**config.mk**
```make
export PLATFORM = sky130hd
export DESIGN_NAME = seq_restoring_divider
export DESIGN_NICKNAME = d
export VERILOG_FILES = /design/src/rtl/seq_restoring_divider.sv
export SDC_FILE = /design/constraint.sdc
export NUM_CORES = 1
export LEC_CHECK = 0
export CELL_PAD_IN_SITES_DETAIL_PLACEMENT = 1
export CELL_PAD_IN_SITES_GLOBAL_PLACEMENT = 2
export CORE_ASPECT_RATIO = 0.5
export CORE_MARGIN = 3
export CORE_UTILIZATION = 32
export DETAILED_ROUTE_END_ITERATION = 16
export HOLD_SLACK_MARGIN = 0.15
export PLACE_DENSITY_LB_ADDON = 0.1
export SLEW_MARGIN = 15
export SYNTH_ARGS = -nofsm -noshare
export SYNTH_HDL_FRONTEND = slang
export SYNTH_SLANG_ARGS = --single-unit
```
**constraint.sdc**
```tcl
create_clock -name clk -period 4 [get_ports clk]
set_input_delay 0.4 -clock clk [delete_from_list [all_inputs] [get_ports clk]]
set_output_delay 0.4 -clock clk [all_outputs]
set_load 0.02 [all_outputs]
```
**src/rtl/seq_restoring_divider.sv**
```systemverilog
// seq_restoring_divider: unsigned N-bit restoring divider, one quotient bit per clock,
// built around one shared ripple-carry subtractor (adder with inverted divisor, carry-in 1).
module seq_restoring_divider #(
  parameter int N = 8
) (
  input  logic         clk,
  input  logic         rst_n,
  input  logic         start,
  input  logic [N-1:0] dividend,
  input  logic [N-1:0] divisor,
  output logic         busy,
  output logic         done,
  output logic [N-1:0] quotient,
  output logic [N-1:0] remainder,
  output logic         div_by_zero
);
  localparam int CW = (N > 1) ? $clog2(N) : 1;
  typedef enum logic [1:0] {IDLE, CALC, DONE} state_e;
  state_e state_q, state_d;
  // The kept partial remainder is always below D, so only N bits are stored;
  // the shifted trial value below is the full N+1-bit R.
  logic [N-1:0] r_q, r_d;
  logic [N:0] r_sh, d_ext, t, c;
  logic [N-1:0] q_q, q_d, d_q, d_d, quot_q, quot_d, rem_q, rem_d;
  logic [CW-1:0] cnt_q, cnt_d;
  logic dbz_q, dbz_d, last;
  assign r_sh  = {r_q, q_q[N-1]};
  assign d_ext = {1'b0, d_q};
  assign last  = cnt_q == CW'(N - 1);
  assign c[0]  = 1'b1;
  for (genvar i = 0; i <= N; i++) begin : g_sub
    assign t[i] = r_sh[i] ^ ~d_ext[i] ^ c[i];
    if (i < N) begin : g_carry
      assign c[i+1] = (r_sh[i] & ~d_ext[i]) | (c[i] & (r_sh[i] ^ ~d_ext[i]));
    end
  end
  always_ff @(posedge clk or negedge rst_n) begin
    if (!rst_n) state_q <= IDLE;
    else        state_q <= state_d;
  end
  always_comb begin
    state_d = state_q;
    case (state_q)
      IDLE:    state_d = start ? ((divisor == '0) ? DONE : CALC) : IDLE;
      CALC:    state_d = last ? DONE : CALC;
      default: state_d = IDLE;
    endcase
  end
  always_comb begin
    busy        = state_q != IDLE;
    done        = state_q == DONE;
    quotient    = quot_q;
    remainder   = rem_q;
    div_by_zero = dbz_q;
  end
  always_comb begin
    r_d    = r_q;
    q_d    = q_q;
    d_d    = d_q;
    cnt_d  = cnt_q;
    quot_d = quot_q;
    rem_d  = rem_q;
    dbz_d  = dbz_q;
    if (state_q == IDLE && start) begin
      if (divisor == '0) begin
        quot_d = '1;
        rem_d  = dividend;
        dbz_d  = 1'b1;
      end else begin
        d_d   = divisor;
        q_d   = dividend;
        r_d   = '0;
        cnt_d = '0;
      end
    end else if (state_q == CALC) begin
      r_d   = t[N] ? r_sh[N-1:0] : t[N-1:0];
      q_d   = {q_q[N-2:0], ~t[N]};
      cnt_d = cnt_q + 1'b1;
      if (last) begin
        quot_d = q_d;
        rem_d  = r_d;
        dbz_d  = 1'b0;
      end
    end
  end
  always_ff @(posedge clk or negedge rst_n) begin
    if (!rst_n) begin
      r_q    <= '0;
      q_q    <= '0;
      d_q    <= '0;
      cnt_q  <= '0;
      quot_q <= '0;
      rem_q  <= '0;
      dbz_q  <= 1'b0;
    end else begin
      r_q    <= r_d;
      q_q    <= q_d;
      d_q    <= d_d;
      cnt_q  <= cnt_d;
      quot_q <= quot_d;
      rem_q  <= rem_d;
      dbz_q  <= dbz_d;
    end
  end
endmodule

```
After elaboration in Yosys (flattened, before gate mapping)
Cells that the tools add are included.
- bits in registers: 46
- output and inout bits: 19
- input port bits: 19
- logic and storage cells: 100
- equality and inequality tests: 5
- bitwise gates (word level): 51
- muxes and demuxes: 26
- add/subtract/negate cells: 1
- reduce and logical (&&, ||, !) cells: 9
- operator list (kind ; count):
    8-bit two-way mux ; 15
    1-bit XOR ; 16
    1-bit AND ; 15
    1-bit NOT ; 12
    3-bit two-way mux ; 3
    8-bit logical NOT ; 1
    1-bit OR ; 8
    2-bit two-way mux ; 3
    2-bit nonzero test ; 3
    1-bit two-way mux ; 4
    2-bit != test, second input constant ; 2
    2-bit case mux with 2 select lines ; 1
    2-bit AND reduction ; 2
    3-bit by 1-bit adder with 3-bit output, second input constant ; 1
    3-bit equality test, second input constant ; 1
    3-bit AND reduction ; 1
    2-bit by 1-bit equality test with 1-bit output, second input constant ; 1
    2-bit equality test, second input constant ; 1
    2-bit logical NOT ; 1
    1-bit logical AND ; 1

Depth between registers and ports, before layout
Gate-level depths: netlist of run 1.
- depth after elaboration: 22
- mapped depth: 16
- gate-level depth less buffers: 16

Worst setup path after synthesis of run 1
OpenSTA, ideal clock, no wires.
- path kind: reg2reg
- start point: register q_q[7]
- end point: register rem_q[0] (netlist: remainder[0])
- slack: 106 ps
- data required time: 3914 ps
- buffers on the path: 0
- period minus slack after synthesis: 3894 ps
- cell stages (with the launch flop): 17
- library setup time: 86 ps
- data arrival time: 3808 ps
- cells stage by stage: dfrtp_1 > inv_1 > ha_1 > inv_1 > fa_1 > inv_1 > fa_1 > fa_1 > fa_1 > fa_1 > fa_1 > inv_1 > fa_1 > xnor2_4 > mux2_2 > and2_1 > nor3_1
- longest elaborated chain between the ends: 21
- elaborated cells on any way between the ends: 23
- classes of those cells: mux: 4; bitwise: 19
- RTL lines (element ; line ; source):
    start: declaration ; 24 ; logic [N-1:0] q_q, q_d, d_q, d_d, quot_q, quot_d, rem_q, rem_d;
    start signal: assignment ; 97 ; q_q <= q_d;
    1-bit AND or 1-bit XOR (tied branches) ; 34, 32 ;
    1-bit OR ; 34 ; assign c[i+1] = (r_sh[i] & ~d_ext[i]) | (c[i] & (r_sh[i] ^ ~d_ext[i]));
    1-bit AND ; 34 ;
    1-bit OR ; 34 ;
    1-bit AND ; 34 ;
    1-bit OR ; 34 ;
    1-bit AND ; 34 ;
    1-bit OR ; 34 ;
    (+5 left out) ; -- ;
    1-bit OR ; 34 ;
    1-bit AND ; 34 ;
    1-bit OR ; 34 ;
    1-bit XOR ; 32 ; assign t[i] = r_sh[i] ^ ~d_ext[i] ^ c[i];
    8-bit two-way mux * ; 76 ; r_d = t[N] ? r_sh[N-1:0] : t[N-1:0];
    8-bit two-way mux * ; 79 ; if (last) begin
    8-bit two-way mux * ; 75 ; end else if (state_q == CALC) begin
    8-bit two-way mux * ; 64 ; if (state_q == IDLE && start) begin
    end signal: assignment ; 101 ; rem_q <= rem_d;
    end: declaration ; 24 ;
Mark *: on every way between the ends. The rest lies on a longest branch, timed or not. The select of a mux whose other input is x is not followed.
A chain may end at the register's enable or synchronous reset.

Worst setup path in the final report of run 1
- start point: register d_q[0]
- end point: register rem_q[7] (netlist: remainder[7])
- longest elaborated chain between the ends: 22
- elaborated cells on any way between the ends: 24
- classes of those cells: mux: 4; bitwise: 20
- RTL lines (element ; line ; source):
    start: declaration ; 24 ;
    start signal: assignment ; 90 ; d_q <= '0;
    start signal: assignment ; 98 ; d_q <= d_d;
    1-bit NOT * ; 34 ;
    1-bit AND or 1-bit XOR (tied branches) ; 34 ;
    1-bit OR * ; 34 ;
    1-bit AND * ; 34 ;
    1-bit OR * ; 34 ;
    1-bit AND * ; 34 ;
    1-bit OR * ; 34 ;
    1-bit AND * ; 34 ;
    (+6 left out) ; -- ;
    1-bit OR * ; 34 ;
    1-bit AND ; 34 ;
    1-bit OR ; 34 ;
    1-bit XOR ; 32 ;
    8-bit two-way mux * ; 76 ;
    8-bit two-way mux * ; 79 ;
    8-bit two-way mux * ; 75 ;
    8-bit two-way mux * ; 64 ;
Marked as above.

==> summary.txt, run 1 <==
===========================================================================================
Source-to-sink clock delay at the later pin of the worst-skew pair                  0.29 ns
DRT Pass-1 Iters                                                                          4
Width of the die                                                                     125 um
Area of combinational cells with multiple inputs                                   1050 um2
Number of global-route vias before repair                                             1,696
Placed instance area                                                               2710 um2
I/O pin cnt                                                                              38
Total track usage                                                                     15.6%
TritonCTS clock tree                                                                    yes
Number of endpoints with negative hold slack in the final report                          0
Most numerous cell in the Yosys netlist                                             dfrtp_1
Total of fill cells in the finished design                                              666
Worst r2r src                                                                        d_q[0]
Gpl congestion                                                                        0.788
Placeable Area                                                                     6430 um2
Clock sink count                                                                         46
Nets@finish                                                                             257
Average cell area after synthesis                                                  12.1 um2
Largest cells by area after synthesis                                          dfrtp_1 51%, fa_1 6.2%, mux2_2 5.5%
Most frequent cell on the critical path                                                fa_2
Worst slew margin relative to its limit                                               25.3%
DR DRC count                                                                              0
Type of origin of the critical path                                                register
Max Fanout on Critical Path                                                               5
Min Tclk post-route                                                                 3.87 ns
Post-route antenna net violation count                                                    0
Critical-path cell with the highest stage delay                                     dfrtp_1
Largest net degree at the start of global routing                                        47
Initial antenna violation count                                                           0
LEAKAGE                                                                             1.24 nW
Worst hold slack                                                                   0.477 ns
CP cell instances                                                              ha_2 -> inv_2 -> fa_2 -> inv_2 -> fa_2 -> fa_2 -> fa_2 -> fa_2 -> fa_2 -> inv_2 -> fa_2 -> xnor2_4 -> mux2i_1 -> buf_4 -> nor2_2 -> a211o_1
Number of warnings printed during yosys synthesis                                         0
Maximum number of buffers from clock root to sink                                         2
Sequential Area                                                                    1150 um2
Synthesized netlist cell count                                                          186
Vertical die dimension                                                              65.4 um
Via count                                                                             1,605
Die area                                                                           8170 um2
Outcome                                                                        finished, final reports clean
Average wire per cell in the routed design                                          19.0 um
Wire length of the first global-routing pass                                        9560 um
Pins over their slew limit                                                                0
Number of buffers inserted to repair setup after CTS                                      0
Commonest cells in the netlist                                                 46 x dfrtp_1, 22 x nand2_1, 12 x inv_1, 11 x mux2_2
Total number of placement rows                                                           20
Pre-CTS setup slack                                                               -0.115 ns
Endpoint of the most critical register-to-register path                        remainder[7]
Synthesis-to-finish area growth                                                       30.5%
Clk root buf                                                                      clkbuf_16
Synth Cell Area                                                                    2260 um2
Number of design-rule violations left by the first detailed-router iteration             55
CTS Buf Count                                                                             5
Sum of overflow across all layers after global routing                                    0
Maximum frequency from static timing analysis                                       258 MHz
Max rail drop VDD                                                                    302 uV
Net Count, Synth                                                                        215
Share of synthesized area occupied by flip-flops and latches                          50.9%
Primary FF master, synth                                                            dfrtp_1
Cell Pwr Density                                                                1000 nW/um2
Startpoint of the tightest hold check path                                      div_by_zero
Final setup violating endpoints                                                           0
Final standard cell area without fillers                                           2950 um2
Data arrival at the endpoint of the critical path                                   4.05 ns
Unique cell type count in the Yosys netlist                                              38
Top cell type by total area after synthesis                                         dfrtp_1
Detail Placement HPWL                                                               4200 um
Slew @ Worst Pin                                                                    1.12 ns
Endpoint with the worst hold slack                                              div_by_zero
Type of the most critical hold path                                            register to register
Wirelength, routed                                                                  6010 um
Effective utilization at floorplan                                                    35.1%
Total of buffers placed on input and output ports                                        37
Data required time at the worst endpoint                                            4.17 ns
Clock Skews                                                                      0.00601 ns
Instance count along the most critical hold path                                          2
Count of flip-flops with a built-in enable after synthesis                                0
Area share of the largest cell type after synthesis                                   50.9%
Final period utilization                                                              96.9%
Endpoint kind of the worst setup timing path                                       register
Setup ws final                                                                     0.126 ns
Antenna fix cells                                                                         0
Max-cap viol count                                                                        0
Critical path type                                                             register to register
Setup repair after global routing missed its margin                                      no
Fraction of layout instances using a drive strength above 1                           24.0%
Worst-path clk slew                                                                 0.06 ns
Largest stage delay, worst path                                                     0.39 ns
Number of cell instances on the worst register-to-register path                          16
DR vias/cell                                                                           5.06
Register bit count reported by yosys                                                     46
Slack of the worst reg-to-reg path                                                  0.13 ns
Deepest level of the CTS H-tree                                                           2
Synth async-reset ratio                                                                100%
===========================================================================================
[metal layers]
metal / wire, um / GRT usage [%] / up-vias
li1: - / - / 748
met1: 3190 / 22.2 / 828
met2: 2560 / 23.9 / 24
met3: 226 / 4.38 / 5
met4: 36 / 3.24 / 0
met5: 0 / 0 / -
[registers in the layout (all words and copies together) (netlist names)]
| register | count |
|---|---|
| cnt_q | 3 |
| d_q | 8 |
| div_by_zero | 1 |
| q_q | 8 |
| quotient | 8 |
| r_q | 8 |
| remainder | 8 |
| state_q | 2 |
[layout make-up]
cell class / instances / area share, %
tap: 88 / 3.74
clock buffer: 7 / 4.50
multi-input combinational: 120 / 35.7
timing repair buffer: 43 / 14.4
clock inverter: 1 / 1.02
sequential: 46 / 39.0
inverter: 12 / 1.53
[cells in the final DEF, fill, tap and decap left out, types with 2 or more instances in the layout]
cell,n
nor2_2,2
fa_2,7
clkdlybuf4s50_1,36
and3_4,2
inv_1,9
nor4_4,2
o22a_1,6
buf_4,4
o221a_2,8
mux2_2,10
o21ai_0,5
clkbuf_16,5
and3_1,4
clkbuf_1,2
nor3_1,2
dfrtp_1,46
mux2i_1,2
or3_1,6
nor2_1,7
a211o_1,5
nand2_1,22
o22ai_1,7
inv_2,3
nor2b_1,2
a22o_1,2
ha_1,2
[cell families after synthesis]
group,count (synthesis),share of synthesized area [%]
XOR/XNOR,1,1.22
buffers and inverters,21,4.32
AND/OR/NAND/NOR,57,14.8
multiplexers,13,6.37
adder cells (fa/ha/maj),10,7.86
flip-flops,46,50.9
AO/OA/AOI/OAI,38,14.5
[worst max-delay path: cells and delay by family (launching register included)]
kind,cells,cell delay [ns]
compound gates,1,0.24
xor+xnor,1,0.19
fa+ha+maj,8,2.38
buf+inv,4,0.30
flops,1,0.39
mux,1,0.23
simple gates,1,0.04
[timing repair]
action                                  in CTS  in global routing
endpoints found under the setup margin      12                 10
endpoints found under the hold margin        0                 13
cloned                                       1                  0
pin swaps                                    2                  2
gates resized for setup                      6                  7
hold buffers                                 0                  1
[metrics by stage]
step                setup TNS [ns]  instances  utilization (%)  total power, mW
finish                           0        317             45.8             2.95
CTS                              0        315             45.2             2.94
detailed placement          -0.552        306             42.2             2.41
global route                     0        317             45.8             3.16
floorplan                        0        186                -             1.83
global placement                 0        306             42.2             2.34
[report_power, final]
group          leakage, nW  switching, mW  total, mW  internal (mW)
clock network       0.0781          0.173      0.468          0.296
logic                0.617          0.805       1.61          0.804
registers            0.548          0.168      0.871          0.703
total                 1.24           1.15       2.95           1.80
[worst max-delay path by stage]
| stage | start | slack, ns | cells after the start | to |
|---|---|---|---|---|
| 6_report | d_q[0] | 0.13 | 16 | remainder[7] |
| 4_1_cts | d_q[0] | 0.04 | 16 | remainder[7] |
| 3_3_place_gp | q_q[7] | 0.005 | 16 | remainder[0] |
| 2_1_floorplan | q_q[7] | 0.11 | 16 | remainder[0] |
| 3_5_place_dp | d_q[0] | -0.12 | 16 | remainder[7] |
| 5_1_grt | q_q[7] | 0.003 | 17 | remainder[7] |
Power figures use the tool's default switching activity.
==> inputs of run 2 (changes only) <==
--- a/config.mk
+++ b/config.mk
@@ -17,3 +17,4 @@
 export SYNTH_ARGS = -nofsm -noshare
 export SYNTH_HDL_FRONTEND = slang
 export SYNTH_SLANG_ARGS = --single-unit
+export TNS_END_PERCENT = 5
==> run 2 against run 1 <==
Sequential power is essentially flat. Utilization shrank 0.12 points. Non-clock buffer count is the same. Setup slack lost 0.0074 ns. First-iteration DRC count grew 15%. Hold slack is essentially flat. Die area is the same. Fmax shrank 0.19%. Critical path depth grew 1. Design area shrank 0.25%. Sequential cell count is the same. Critical path type unchanged. Largest cell class unchanged. Largest power group unchanged. Highest routed layer unchanged.
==> summary.txt, run 2 (synthesized netlist as in run 1, its figures left out) <==
===========================================================================================
Outcome                                                                        finished, final reports clean
Die area                                                                           8170 um2
Via count                                                                             1,602
Source-to-sink clock delay at the later pin of the worst-skew pair                  0.29 ns
LEAKAGE                                                                             1.25 nW
Min Tclk post-route                                                                 3.88 ns
Final cell count without fillers                                                        317
Initial antenna violation count                                                           0
Total track usage                                                                     15.6%
Number of design-rule violations left by the first detailed-router iteration             63
Final period utilization                                                              97.0%
Max rail drop VDD                                                                    302 uV
Max Fanout on Critical Path                                                               5
Clk root buf                                                                      clkbuf_16
Gpl congestion                                                                        0.788
Total of buffers placed on input and output ports                                        37
Worst r2r src                                                                        q_q[7]
Commonest non-fill, non-tap cells in the layout                                46 x dfrtp_1, 36 x clkdlybuf4s50_1, 22 x nand2_1, 11 x inv_1, 10 x mux2_2
Endpoint kind of the worst setup timing path                                       register
Number of endpoints with negative hold slack in the final report                          0
Max-cap viol count                                                                        0
Number of buffers inserted to repair setup after CTS                                      0
Nets@finish                                                                             257
Clock sink count                                                                         46
Largest stage delay, worst path                                                     0.35 ns
Setup TNS Final                                                                        0 ns
TritonCTS clock tree                                                                    yes
Number of global-route vias before repair                                             1,696
Data required time at the worst endpoint                                            4.17 ns
Pre-CTS setup slack                                                               -0.115 ns
Clock Skews                                                                      0.00600 ns
Slew @ Worst Pin                                                                    1.11 ns
Detail Placement HPWL                                                               4200 um
Worst hold slack                                                                   0.477 ns
Average wire per cell in the routed design                                          18.9 um
Post-layout util                                                                      45.7%
I/O pin cnt                                                                              38
Worst slew margin relative to its limit                                               26.2%
DR vias/cell                                                                           5.05
DR DRC count                                                                              0
Cell count after placement                                                              306
Total Power                                                                         2.93 mW
Placed instance area                                                               2710 um2
Effective utilization at floorplan                                                    35.1%
Maximum number of buffers from clock root to sink                                         2
Largest net degree at the start of global routing                                        47
DRT Pass-1 Iters                                                                          4
Setup repair after global routing missed its margin                                     yes
Setup ws final                                                                     0.119 ns
Synthesis-to-finish area growth                                                       30.1%
Width of the die                                                                     125 um
Maximum frequency from static timing analysis                                       258 MHz
Final setup violating endpoints                                                           0
Deepest level of the CTS H-tree                                                           2
Startpoint of the tightest hold check path                                      div_by_zero
Worst-path clk slew                                                                 0.06 ns
Most common cell after layout, fill and taps aside                                  dfrtp_1
Data arrival at the endpoint of the critical path                                   4.05 ns
Type of origin of the critical path                                                register
Final standard cell area without fillers                                           2940 um2
Startpoint of the most critical setup path                                           q_q[7]
Post-route antenna net violation count                                                    0
Wire length of the first global-routing pass                                        9560 um
Pins over their slew limit                                                                0
Cell Pwr Density                                                                 998 nW/um2
Vertical die dimension                                                              65.4 um
Critical-path cell with the highest stage delay                                        fa_2
Fraction of layout instances using a drive strength above 1                           21.8%
Type of the most critical hold path                                            register to register
Total number of placement rows                                                           20
Placeable Area                                                                     6430 um2
CTS Buf Count                                                                             5
Most frequent cell on the critical path                                                fa_2
CP cell instances                                                              inv_1 -> ha_1 -> inv_1 -> fa_1 -> inv_1 -> fa_2 -> fa_2 -> fa_2 -> fa_2 -> fa_2 -> inv_2 -> fa_2 -> xnor2_4 -> mux2i_1 -> buf_4 -> nor2_1 -> a211o_1
Sum of overflow across all layers after global routing                                    0
Antenna fix cells                                                                         0
Critical path type                                                             register to register
Wirelength, routed                                                                  6000 um
===========================================================================================
==> run 2: cell types whose count changed in the layout (fill, tap and decap cells not counted) <==
cell	change
ha_2	-1
fa_2	-1
nor2_1	+1
ha_1	+1
inv_2	-2
nor2_2	-1
inv_1	+2
fa_1	+1
==> run 2: final timing paths <==
kind / cells past startpoint / slack (ns) / end
hold / removal: 2 / 0.48 / div_by_zero
setup reg to reg: 17 / 0.12 / remainder[7]
hold reg to reg: 2 / 0.48 / div_by_zero
setup / recovery: 17 / 0.12 / remainder[7]
max in group asynchronous: 3 / 2.96 / d_q[2]
min in group asynchronous: 2 / 0.54 / remainder[2]
==> run 2: where the power goes <==
group	switching (mW)	internal [mW]
Combinational	0.798	0.798
Sequential	0.166	0.703
Clock	0.172	0.296
==> run 2: final cells by class <==
cell class	count	area (um2)
fillers	669	3490
flip-flops and latches	46	1150
multi-input cells	120	1050
repair buffers	43	425
clock buffers	7	133
well taps	88	110
inverters	12	45.0
clock inverters	1	30.0
==> run 2: critical path, delay by kind of cell, from the launching register on <==
kind / cells / cell delay (ns)
compound gates: 1 / 0.25
xor+xnor: 1 / 0.19
fa+ha+maj: 8 / 2.37
buf+inv: 5 / 0.38
flops: 1 / 0.32
mux: 1 / 0.23
simple gates: 1 / 0.04
==> run 2: routing by layer <==
metal  vias to the layer above  part of all wire, %  wire, um  track usage [%]
met4                         0                 0.60        36             3.24
met1                       819                   53      3190             22.2
met3                         5                  4.4       263             4.38
met2                        29                   42      2510             23.9
li1                        749                    -         -                -
met5                         -                    0         0                0
==> run 2: timing repair <==
action / CTS / global route
setup endpoints to repair: 12 / 10
resized for setup: 6 / 2
hold buffers: 0 / 1
hold endpoints to repair: 0 / 13
gates cloned: 1 / 0
pin swaps: 2 / 2
==> inputs of run 3 (changes only) <==
--- a/config.mk
+++ b/config.mk
@@ -6,10 +6,10 @@
 export NUM_CORES = 1
 export LEC_CHECK = 0
 export CELL_PAD_IN_SITES_DETAIL_PLACEMENT = 1
-export CELL_PAD_IN_SITES_GLOBAL_PLACEMENT = 2
+export CELL_PAD_IN_SITES_GLOBAL_PLACEMENT = 1
 export CORE_ASPECT_RATIO = 0.5
 export CORE_MARGIN = 3
-export CORE_UTILIZATION = 32
+export CORE_UTILIZATION = 38
 export DETAILED_ROUTE_END_ITERATION = 16
 export HOLD_SLACK_MARGIN = 0.15
 export PLACE_DENSITY_LB_ADDON = 0.1
==> run 3 against run 2 <==
Register-to-register slack improved by 0.02 ns. Die area decreased by 15%. Non-clock buffer count increased by 1. Largest power group unchanged. Power increased by 1.1%.
==> summary.txt, run 3 (synthesized netlist as in run 1, its figures left out) <==
===========================================================================================
Max-cap viol count                                                                        0
Number of global-route vias before repair                                             1,769
Type of the most critical hold path                                            input port to async pin
Placeable Area                                                                     5610 um2
Data arrival at the endpoint of the critical path                                   4.03 ns
WP depth                                                                                 17
Most frequent cell on the critical path                                                fa_2
Most common cell after layout, fill and taps aside                                  dfrtp_1
Maximum number of buffers from clock root to sink                                         2
Number of buffers inserted for hold repair after clock tree synthesis                     0
Pins over their slew limit                                                                0
DR DRC count                                                                              0
Clk root buf                                                                      clkbuf_16
CP cell instances                                                              inv_1 -> ha_2 -> inv_2 -> fa_1 -> inv_1 -> fa_2 -> fa_2 -> fa_2 -> fa_2 -> fa_2 -> inv_2 -> fa_2 -> xnor2_4 -> mux2i_1 -> buf_4 -> nor2_1 -> a211o_1
CTS Buf Count                                                                             5
Total track usage                                                                     18.7%
Effective utilization at floorplan                                                    40.3%
Initial antenna violation count                                                           0
Slew @ Worst Pin                                                                    1.07 ns
Endpoint kind of the worst setup timing path                                       register
Total number of placement rows                                                           19
DR vias/cell                                                                           5.35
I/O pin cnt                                                                              38
Maximum frequency from static timing analysis                                       259 MHz
Total Power                                                                         2.97 mW
Sequential Area                                                                    1150 um2
Min Tclk post-route                                                                 3.86 ns
Source-to-sink clock delay at the later pin of the worst-skew pair                  0.28 ns
Crit path to                                                                   remainder[7]
Average wire per cell in the routed design                                          19.7 um
Final period utilization                                                              96.5%
Wire length of the first global-routing pass                                        9780 um
Gpl congestion                                                                        0.831
Width of the die                                                                     115 um
Cell Pwr Density                                                                1020 nW/um2
Nets@finish                                                                             257
Synthesis-to-finish area growth                                                       29.2%
Post-route antenna net violation count                                                    0
LEAKAGE                                                                             1.25 nW
Number of design-rule violations left by the first detailed-router iteration             91
Final setup violating endpoints                                                           0
Type of origin of the critical path                                                register
Endpoint of the most critical register-to-register path                        remainder[7]
Wirelength, routed                                                                  5940 um
Sum of overflow across all layers after global routing                                    0
Global-route track usage on met3                                                      4.28%
Worst-path clk slew                                                                 0.06 ns
Worst r2r src                                                                        q_q[7]
Largest stage delay, worst path                                                     0.35 ns
GR Util met2                                                                          29.4%
Max rail drop VDD                                                                    355 uV
Worst slew margin relative to its limit                                               28.8%
Setup repair after global routing missed its margin                                     yes
Total of buffers placed on input and output ports                                        37
Met1 usage                                                                            26.8%
Number of cell instances on the worst register-to-register path                          17
Setup TNS Final                                                                        0 ns
Clock Skews                                                                      0.00449 ns
Placed instance area                                                               2700 um2
Total of fill cells in the finished design                                              589
Max Fanout on Critical Path                                                               8
Detail Placement HPWL                                                               4180 um
Clock sink count                                                                         46
Via count                                                                             1,611
Fraction of layout instances using a drive strength above 1                           24.6%
Critical-path cell with the highest stage delay                                        fa_2
Startpoint of the most critical setup path                                           q_q[7]
Deepest level of the CTS H-tree                                                           2
Cell family contributing the most delay on the critical path                    adder cells
Critical path type                                                             register to register
Antenna fix cells                                                                         0
Vertical die dimension                                                              60.5 um
DRT Pass-1 Iters                                                                          4
Largest net degree at the start of global routing                                        47
Commonest non-fill, non-tap cells in the layout                                46 x dfrtp_1, 36 x clkdlybuf4s50_1, 22 x nand2_1, 10 x inv_1, 10 x mux2_2
TritonCTS clock tree                                                                    yes
Number of endpoints with negative hold slack in the final report                          0
Final standard cell area without fillers                                           2920 um2
Outcome                                                                        finished, final reports clean
Highest-utilization routing layer at the global route stage                            met2
CP Buf/Inv Count                                                                          5
Data required time at the worst endpoint                                            4.17 ns
Area of combinational cells with multiple inputs                                   1040 um2
Slack of the worst reg-to-reg path                                                  0.14 ns
Die area                                                                           6960 um2
===========================================================================================
-- run 3: per-layer routing --
layer  up-vias  wire, um
met3         7       296
met2        39      2550
met4         0        74
li1        743         -
met1       822      3020
met5         -         0
-- run 3: power by group --
group / switching [mW] / internal, mW / leakage (nW)
clock: 0.169 / 0.308 / 0.0829
combinational: 0.781 / 0.835 / 0.616
sequential: 0.170 / 0.703 / 0.548
total: 1.12 / 1.85 / 1.25
-- run 3: repair_timing --
action	CTS	global route
gates resized for setup	9	4
setup endpoints to repair	13	11
setup buffers	1	1
pin swaps	2	3
-- run 3: worst min-delay path by stage --
stage	start	end	slack, ns
6_report	rst_n	q_q[2]	0.12
5_1_grt	rst_n	quotient[1]	0.16
4_1_cts	rst_n	q_q[2]	0.34
3_5_place_dp	div_by_zero	div_by_zero	0.47
3_3_place_gp	div_by_zero	div_by_zero	0.47
2_1_floorplan	rst_n	cnt_q[0]	0.10
-- run 3: per-stage QoR --
stage	hold slack (ns)	setup WS [ns]	cells	utilization, %
2_1_floorplan	0.104	0.106	186	-
3_5_place_dp	0.470	-0.153	292	48.1
5_1_grt	0.162	-0.0153	301	52.1
3_3_place_gp	0.468	-0.00436	292	48.1
4_1_cts	0.341	0.0465	300	51.8
6_report	0.116	0.141	301	52.1
-- run 3: final cells by class --
type	instances	share of cell area [%]
clock inverter	1	1.03
timing repair buffer	44	14.5
multi-input combinational	119	35.6
inverter	12	1.54
sequential	46	39.4
tap	73	3.13
clock buffer	6	4.76
